**src/rtl/man_align_shift.sv**
```systemverilog
// Alignment stage of the FP add/sub datapath: right-shifts the smaller mantissa
// STEP bits per cycle, collecting guard/round/sticky, then hands the pair downstream.
module man_align_shift #(
   parameter int SIZE_MAN = 24,
   parameter int SIZE_EXP = 8,
   parameter int STEP     = 4
) (
   input  logic                  i_clk,
   input  logic                  i_rst,
   input  logic                  i_valid,
   output logic                  o_ready,
   input  logic                  i_sign_max,
   input  logic                  i_sign_min,
   input  logic [SIZE_MAN-1:0]   i_man_max,
   input  logic [SIZE_MAN-1:0]   i_man_min,
   input  logic [SIZE_EXP-1:0]   i_exp_diff,
   output logic                  o_valid,
   input  logic                  i_ready,
   output logic                  o_sign_max,
   output logic                  o_sign_min,
   output logic                  o_eff_sub,
   output logic [SIZE_MAN-1:0]   o_man_max,
   output logic [SIZE_MAN+2:0]   o_man_min_al,
   output logic [1:0]            o_state
);

   localparam int EXT_W = SIZE_MAN + 2;
   localparam int CNT_W = $clog2(EXT_W + 1);
   localparam logic [CNT_W-1:0] STEP_C  = CNT_W'(STEP);
   localparam logic [CNT_W-1:0] CLAMP_C = CNT_W'(EXT_W);
   localparam logic [31:0]      CLAMP_W = 32'(EXT_W);

   // Handshake: a transfer happens on a rising edge where valid and ready are
   // both high; the producer holds data stable while valid is high and ready low.
   typedef enum logic [1:0] {
      IDLE  = 2'd0,
      SHIFT = 2'd1,
      DONE  = 2'd2
   } state_t;

   state_t               state;
   logic                 valid_q;
   logic [EXT_W-1:0]     ext;
   logic                 sticky;
   logic [CNT_W-1:0]     rem;
   logic                 sign_max;
   logic                 sign_min;
   logic [SIZE_MAN-1:0]  man_max;

   logic [31:0]          diff_wide;
   logic [CNT_W-1:0]     diff_clamped;
   logic [CNT_W-1:0]     k;
   logic                 lost;
   logic [EXT_W-1:0]     ext_next;
   logic [CNT_W-1:0]     rem_next;

   // Any shift of EXT_W or more leaves ext empty, so clamping is exact.
   assign diff_wide = 32'(i_exp_diff);

   always_comb begin
      diff_clamped = diff_wide[CNT_W-1:0];
      if (diff_wide > CLAMP_W) begin
         diff_clamped = CLAMP_C;
      end
   end

   always_comb begin
      k = rem;
      if (rem > STEP_C) begin
         k = STEP_C;
      end
      lost = 1'b0;
      for (int i = 0; i < EXT_W; i++) begin
         if (i < int'(k)) begin
            lost = lost | ext[i];
         end
      end
      ext_next = ext >> k;
      rem_next = rem - k;
   end

   always_ff @(posedge i_clk) begin
      if (i_rst) begin
         state    <= IDLE;
         valid_q  <= 1'b0;
         ext      <= '0;
         sticky   <= 1'b0;
         rem      <= '0;
         sign_max <= 1'b0;
         sign_min <= 1'b0;
         man_max  <= '0;
      end else begin
         case (state)
            IDLE: begin
               if (i_valid) begin
                  sign_max <= i_sign_max;
                  sign_min <= i_sign_min;
                  man_max  <= i_man_max;
                  ext      <= {i_man_min, 2'b00};
                  sticky   <= 1'b0;
                  rem      <= diff_clamped;
                  if (diff_clamped == '0) begin
                     state   <= DONE;
                     valid_q <= 1'b1;
                  end else begin
                     state   <= SHIFT;
                  end
               end
            end
            SHIFT: begin
               ext    <= ext_next;
               sticky <= sticky | lost;
               rem    <= rem_next;
               if (rem_next == '0) begin
                  state   <= DONE;
                  valid_q <= 1'b1;
               end
            end
            DONE: begin
               if (i_ready) begin
                  state   <= IDLE;
                  valid_q <= 1'b0;
               end
            end
            default: begin
               state   <= IDLE;
               valid_q <= 1'b0;
            end
         endcase
      end
   end

   assign o_ready      = (state == IDLE) && !i_rst;
   assign o_valid      = valid_q;
   assign o_sign_max   = sign_max;
   assign o_sign_min   = sign_min;
   assign o_eff_sub    = sign_max ^ sign_min;
   assign o_man_max    = man_max;
   assign o_man_min_al = {ext, sticky};
   assign o_state      = state;

endmodule

```
**config.mk**
```make
export PLATFORM = sky130hd
export DESIGN_NAME = man_align_shift
export DESIGN_NICKNAME = d
export VERILOG_FILES = /design/src/rtl/man_align_shift.sv
export SDC_FILE = /design/constraint.sdc
export NUM_CORES = 1
export LEC_CHECK = 0
export CAP_MARGIN = 20
export CELL_PAD_IN_SITES_DETAIL_PLACEMENT = 0
export CELL_PAD_IN_SITES_GLOBAL_PLACEMENT = 1
export CORE_ASPECT_RATIO = 0.5
export CORE_UTILIZATION = 35
export DETAILED_ROUTE_END_ITERATION = 10
export PLACE_DENSITY_LB_ADDON = 0.1
export SKIP_CTS_REPAIR_TIMING = 1
export SKIP_LAST_GASP = 1
export SYNTH_ARGS = -nofsm -noshare
export SYNTH_HDL_FRONTEND = slang
export SYNTH_SLANG_ARGS = --single-unit
```
**constraint.sdc**
```tcl
create_clock -name i_clk -period 3.7 [get_ports i_clk]
set_clock_uncertainty 0.1 [all_clocks]
set_input_delay 0.74 -clock i_clk [delete_from_list [all_inputs] [get_ports i_clk]]
set_output_delay 0.74 -clock i_clk [all_outputs]
set_load 0.02 [all_outputs]
```
==> flow_summary.ini, run 1 <==
[sta]
fin_crit_sh = 0.724
hold_violations = 0
max_clock_freq_ghz = 0.373
rsz0062_at_grt = false
period_needed_ps = 2680
setup_violations = 0
tns_ps = 0
relSlewSlack = 0.520
slew_viol_final = 0
tightest_slew_ps = 717

[grt]
grt_usage = 0.221
antenna_found_initial = 0
grt-ovfl-total = 0
grt_max_degree = 62
grt_pass1_vias = 3386
grt_pass1_wl_mm = 17.9

[die]
die_area_um2 = 10600
die_y_um = 73.2
core_um2 = 9630
boundaryPins = 120
die_w_um = 144
start_util = 0.368
num_rows = 25

[worst_setup_path]
critPathKind = reg2reg
critical_path.max_fanout = 14
critPathLaunchType = flip-flop
required_ps = 3770
endpoint_kind = flip-flop
arrival_ps = 2750

[status]
status = complete, no violations

[detailed_routing]
wl_per_cell_um = 16.3
vias = 3700
drt_iter0_markers = 189
via_per_inst = 5.35
drt_wl_total_mm = 11.3
drcViolationCount = 0
antenna_left = 0
drt_pre_antenna_iters = 5

[synth]
syn-num-nets = 515
synth_cell_types = 50
ys_warn_count = 0
yosysSeqAreaShare = 0.344
synth_edf_count = 0
async_reset_ff_frac = 0
synth.ff_latch_count = 61
synthCells = 452
netlist_area_um2 = 3550
ys.flop_type = dfxtp_1
synth.avg_cell_area_um2 = 7.85

[worst_hold_path]
hp-class = reg2reg

[run]
cap_violations = 0

[layout]
nets = 615
antenna_cells = 0
area_delta_synth_final_pct = 44.4
drive_above_1_share = 0.0898

[pwr]
pwr_density_cell_nw_per_um2 = 504
leakage_nw = 1.84
vdd_drop_max_mv = 0.267
finalPower_mw = 2.58

[cts]
cts_buffers = 9
clock-sinks = 61
clockRootBuffer = clkbuf_16
cts_tree = built
clockBufferDepth = 2
insertion_delay_ps = 330
clk_pin_slew_ps = 60
h-tree-depth = 3

[placed_design]
gp_congestion = 0.792
port_buffers = 119
dp_hpwl_mm = 7.45
-- critical path, stage by stage, from the launching register on --
cell and delay [ps]:
dfxtp_1 630, or3_1 490, nand2_1 110, ha_1 280, o21ai_0 320, a21oi_1 110, o211ai_1 320, a2111oi_0 150
-- placed cells by master (no fill, tap or decap), types with 9 or more instances in the layout --
cell type | Yosys | routed
clkdlybuf4s50_1 | 0 | 118
nand2_1 | 75 | 75
dfxtp_1 | 61 | 61
a21oi_1 | 38 | 38
nor2_1 | 34 | 34
nand3_1 | 29 | 29
mux2i_1 | 22 | 22
nand2b_1 | 21 | 21
a221oi_1 | 19 | 19
a211oi_1 | 18 | 18
mux2_2 | 15 | 15
buf_4 | 1 | 13
a311oi_1 | 9 | 9
clkbuf_16 | 0 | 9
-- state kept, by name, indices dropped and copies added, names as in the netlist --
name        flops
o_man_max      24
o_valid         1
o_sign_max      1
o_state         2
rem             5
sticky          1
ext            26
o_sign_min      1
-- path summary, 6_finish.rpt --
kind                                            startpoint                    endpoint  slack (ps)  cells after the start
worst max-delay path                   rem[3]$_SDFFE_PP0P_        o_valid$_SDFFE_PP0P_        1020                      7
worst min-delay path            o_man_max[20]$_SDFFE_PP0P_  o_man_max[20]$_SDFFE_PP0P_         350                      2
worst max register to register         rem[3]$_SDFFE_PP0P_        o_valid$_SDFFE_PP0P_        1020                      7
worst min register to register  o_man_max[20]$_SDFFE_PP0P_  o_man_max[20]$_SDFFE_PP0P_         350                      2
-- cells in the mapped netlist, types with 5 or more instances --
| master | n | area, um2 |
|---|---|---|
| nor3_1 | 6 | 30.0 |
| clkbuf_1 | 31 | 116 |
| a21oi_1 | 38 | 190 |
| dfxtp_1 | 61 | 1220 |
| buf_2 | 5 | 25.0 |
| nand2b_1 | 21 | 131 |
| o21ai_0 | 6 | 30.0 |
| nand3_1 | 29 | 145 |
| or3_1 | 5 | 31.3 |
| nand2_1 | 75 | 282 |
| a221oi_1 | 19 | 166 |
| a211oi_1 | 18 | 135 |
| a311oi_1 | 9 | 78.8 |
| mux2_2 | 15 | 169 |
| mux2i_1 | 22 | 220 |
| nor2_1 | 34 | 128 |
-- stage by stage --
step                utilization  cells  hold slack, ps  worst slack [ps]  area, um2
detailed placement        0.500    676             347               912       4820
floorplan                     -    452             342              1290       3550
global placement          0.500    676             341               968       4820
CTS                       0.532    692             354              1020       5120
finish                    0.532    692             353              1020       5120
global route              0.532    692             373               893       5120
-- power by group --
group / internal, mW / switching (mW)
Sequential: 0.742 / 0.125
Clock: 0.523 / 0.321
Combinational: 0.408 / 0.463
-- cells by family after synthesis --
| logic type | after synthesis | synth area share |
|---|---|---|
| XOR/XNOR | 3 | 0.00741 |
| other | 1 | 0.00106 |
| AO/OA/AOI/OAI | 117 | 0.232 |
| multiplexers | 38 | 0.116 |
| AND/OR/NAND/NOR | 182 | 0.239 |
| flip-flops | 61 | 0.344 |
| buffers and inverters | 49 | 0.0571 |
| adder cells (fa/ha/maj) | 1 | 0.00353 |
-- cell type report --
cell class	count	area, um2
repair buffers	132	1280
inverters	6	22.5
fillers	971	4510
flip-flops and latches	61	1220
clock inverters	7	76.3
well taps	135	169
multi-input cells	342	2120
clock buffers	9	225
-- metal layers --
layer	wire [um]	GRT usage
met5	0	0
met4	65	0.0491
met3	993	0.0866
met2	4880	0.338
met1	5360	0.292
Power figures use the tool's default switching activity.
==> inputs of run 2 (changes only) <==
--- a/config.mk
+++ b/config.mk
@@ -9,7 +9,7 @@
 export CELL_PAD_IN_SITES_DETAIL_PLACEMENT = 0
 export CELL_PAD_IN_SITES_GLOBAL_PLACEMENT = 1
 export CORE_ASPECT_RATIO = 0.5
-export CORE_UTILIZATION = 35
+export CORE_UTILIZATION = 33
 export DETAILED_ROUTE_END_ITERATION = 10
 export PLACE_DENSITY_LB_ADDON = 0.1
 export SKIP_CTS_REPAIR_TIMING = 1
==> constraint.sdc (replaced) <==
create_clock -name i_clk -period 2.6 [get_ports i_clk]
set_clock_uncertainty 0.1 [all_clocks]
set_input_delay 0.52 -clock i_clk [delete_from_list [all_inputs] [get_ports i_clk]]
set_output_delay 0.52 -clock i_clk [all_outputs]
set_load 0.02 [all_outputs]
==> flow_summary.ini, run 2 (synthesis results as in run 1) <==
[die]
num_rows = 26
die_area_um2 = 11200
boundaryPins = 120
die_w_um = 149
core_um2 = 10300
start_util = 0.344
die_y_um = 75.3

[layout]
antenna_cells = 0
mostFrequentLayoutCells = clkdlybuf4s50_1, nand2_1, dfxtp_1
final_common_cell = clkdlybuf4s50_1
nets = 631
area_delta_synth_final_pct = 48.7
fin_cells = 713
regMostFlops = ext
drive_above_1_share = 0.113
largest_reg_flops = 26

[sta]
max_clock_freq_ghz = 0.427
period_needed_ps = 2340
rsz0062_at_grt = false
hold_violations = 0
tightest_slew_ps = 704
setup_violations = 0
slew_viol_final = 0
relSlewSlack = 0.530
fin_crit_sh = 0.900
tns_ps = 0
fin_ws_ps = 259

[detailed_routing]
vias = 3759
drt_pre_antenna_iters = 5
drcViolationCount = 0
wl_per_cell_um = 16.3
via_per_inst = 5.27
drt_wl_total_mm = 11.6
antenna_left = 0
drt_iter0_markers = 207

[grt]
grt_pass1_wl_mm = 18.7
grt_max_degree = 62
grt_usage = 0.216
grt-ovfl-total = 0
antenna_found_initial = 0
grt_pass1_vias = 3564

[placed_design]
port_buffers = 119
pre_cts_ws_ps = 142
gp_congestion = 0.758
place_inst = 697
dp_hpwl_mm = 7.87

[worst_setup_path]
required_ps = 1980
startpoint = o_state[1]$_SDFFE_PP0P_
endpoint_kind = primary output
arrival_ps = 1720
r2r_start = rem[4]$_SDFFE_PP0P_
critPathKind = reg2out
critical_path.max_fanout = 7
critPathLaunchType = flip-flop

[cts]
h-tree-depth = 3
clockRootBuffer = clkbuf_16
cts_buffers = 9
insertion_delay_ps = 330
cts_tree = built
clockBufferDepth = 2
clk_pin_slew_ps = 60
clock-sinks = 61

[pwr]
finalPower_mw = 3.83
leakage_nw = 1.93
vdd_drop_max_mv = 0.343
pwr_density_cell_nw_per_um2 = 725

[run]
cap_violations = 0

[worst_hold_path]
min-delay-start = o_man_max[19]$_SDFFE_PP0P_
hp-class = reg2reg

[status]
status = complete, no violations
-- run 2: cell count changes in the layout (fill, tap and decap cells not counted), sizes merged --
cell      before  now
buf           14   30
clkinv         5    2
bufinv         1    2
clkbuf         9   10
clkinvlp       2    3
-- run 2: final timing paths --
kind | endpoint | cells after the start | slack [ps]
worst max-delay path | o_ready | 3 | 260
worst min-delay path | o_man_max[19]$_SDFFE_PP0P_ | 2 | 350
worst max register to register | o_valid$_SDFFE_PP0P_ | 7 | 320
worst min register to register | o_man_max[19]$_SDFFE_PP0P_ | 2 | 350
-- run 2: critical path, cell delays in order, from the launching register on --
cell,delay (ps)
dfxtp_1,380
buf_4,200
nor3_1,180
clkdlybuf4s50_1,630
-- run 2: through the flow --
stage | hold slack, ps | utilization | area [um2]
2_1_floorplan | 342 | - | 3550
3_3_place_gp | 341 | 0.481 | 4960
3_5_place_dp | 346 | 0.481 | 4960
4_1_cts | 354 | 0.512 | 5280
5_1_grt | 372 | 0.512 | 5280
6_report | 351 | 0.512 | 5280
-- run 2: where the power goes --
part / switching, mW / total (mW) / internal [mW]
Sequential: 0.162 / 1.22 / 1.06
Clock: 0.449 / 1.29 / 0.837
Combinational: 0.687 / 1.32 / 0.635
Total: 1.30 / 3.83 / 2.53
-- run 2: final cells by class --
| cell class | instances | area (um2) |
|---|---|---|
| clock buffers | 10 | 229 |
| well taps | 140 | 175 |
| inverters | 6 | 22.5 |
| clock inverters | 6 | 87.6 |
| fillers | 1004 | 5040 |
| repair buffers | 148 | 1420 |
| multi-input cells | 342 | 2120 |
| flip-flops and latches | 61 | 1220 |
-- run 2: metal layers --
layer / GRT usage / wire, um / part of all wire / vias up
met3: 0.0754 / 991 / 0.085 / 6
met5: 0 / 0 / 0 / -
li1: - / - / - / 1878
met1: 0.279 / 5450 / 0.47 / 1752
met4: 0.0561 / 59 / 0.0051 / 0
met2: 0.348 / 5130 / 0.44 / 123
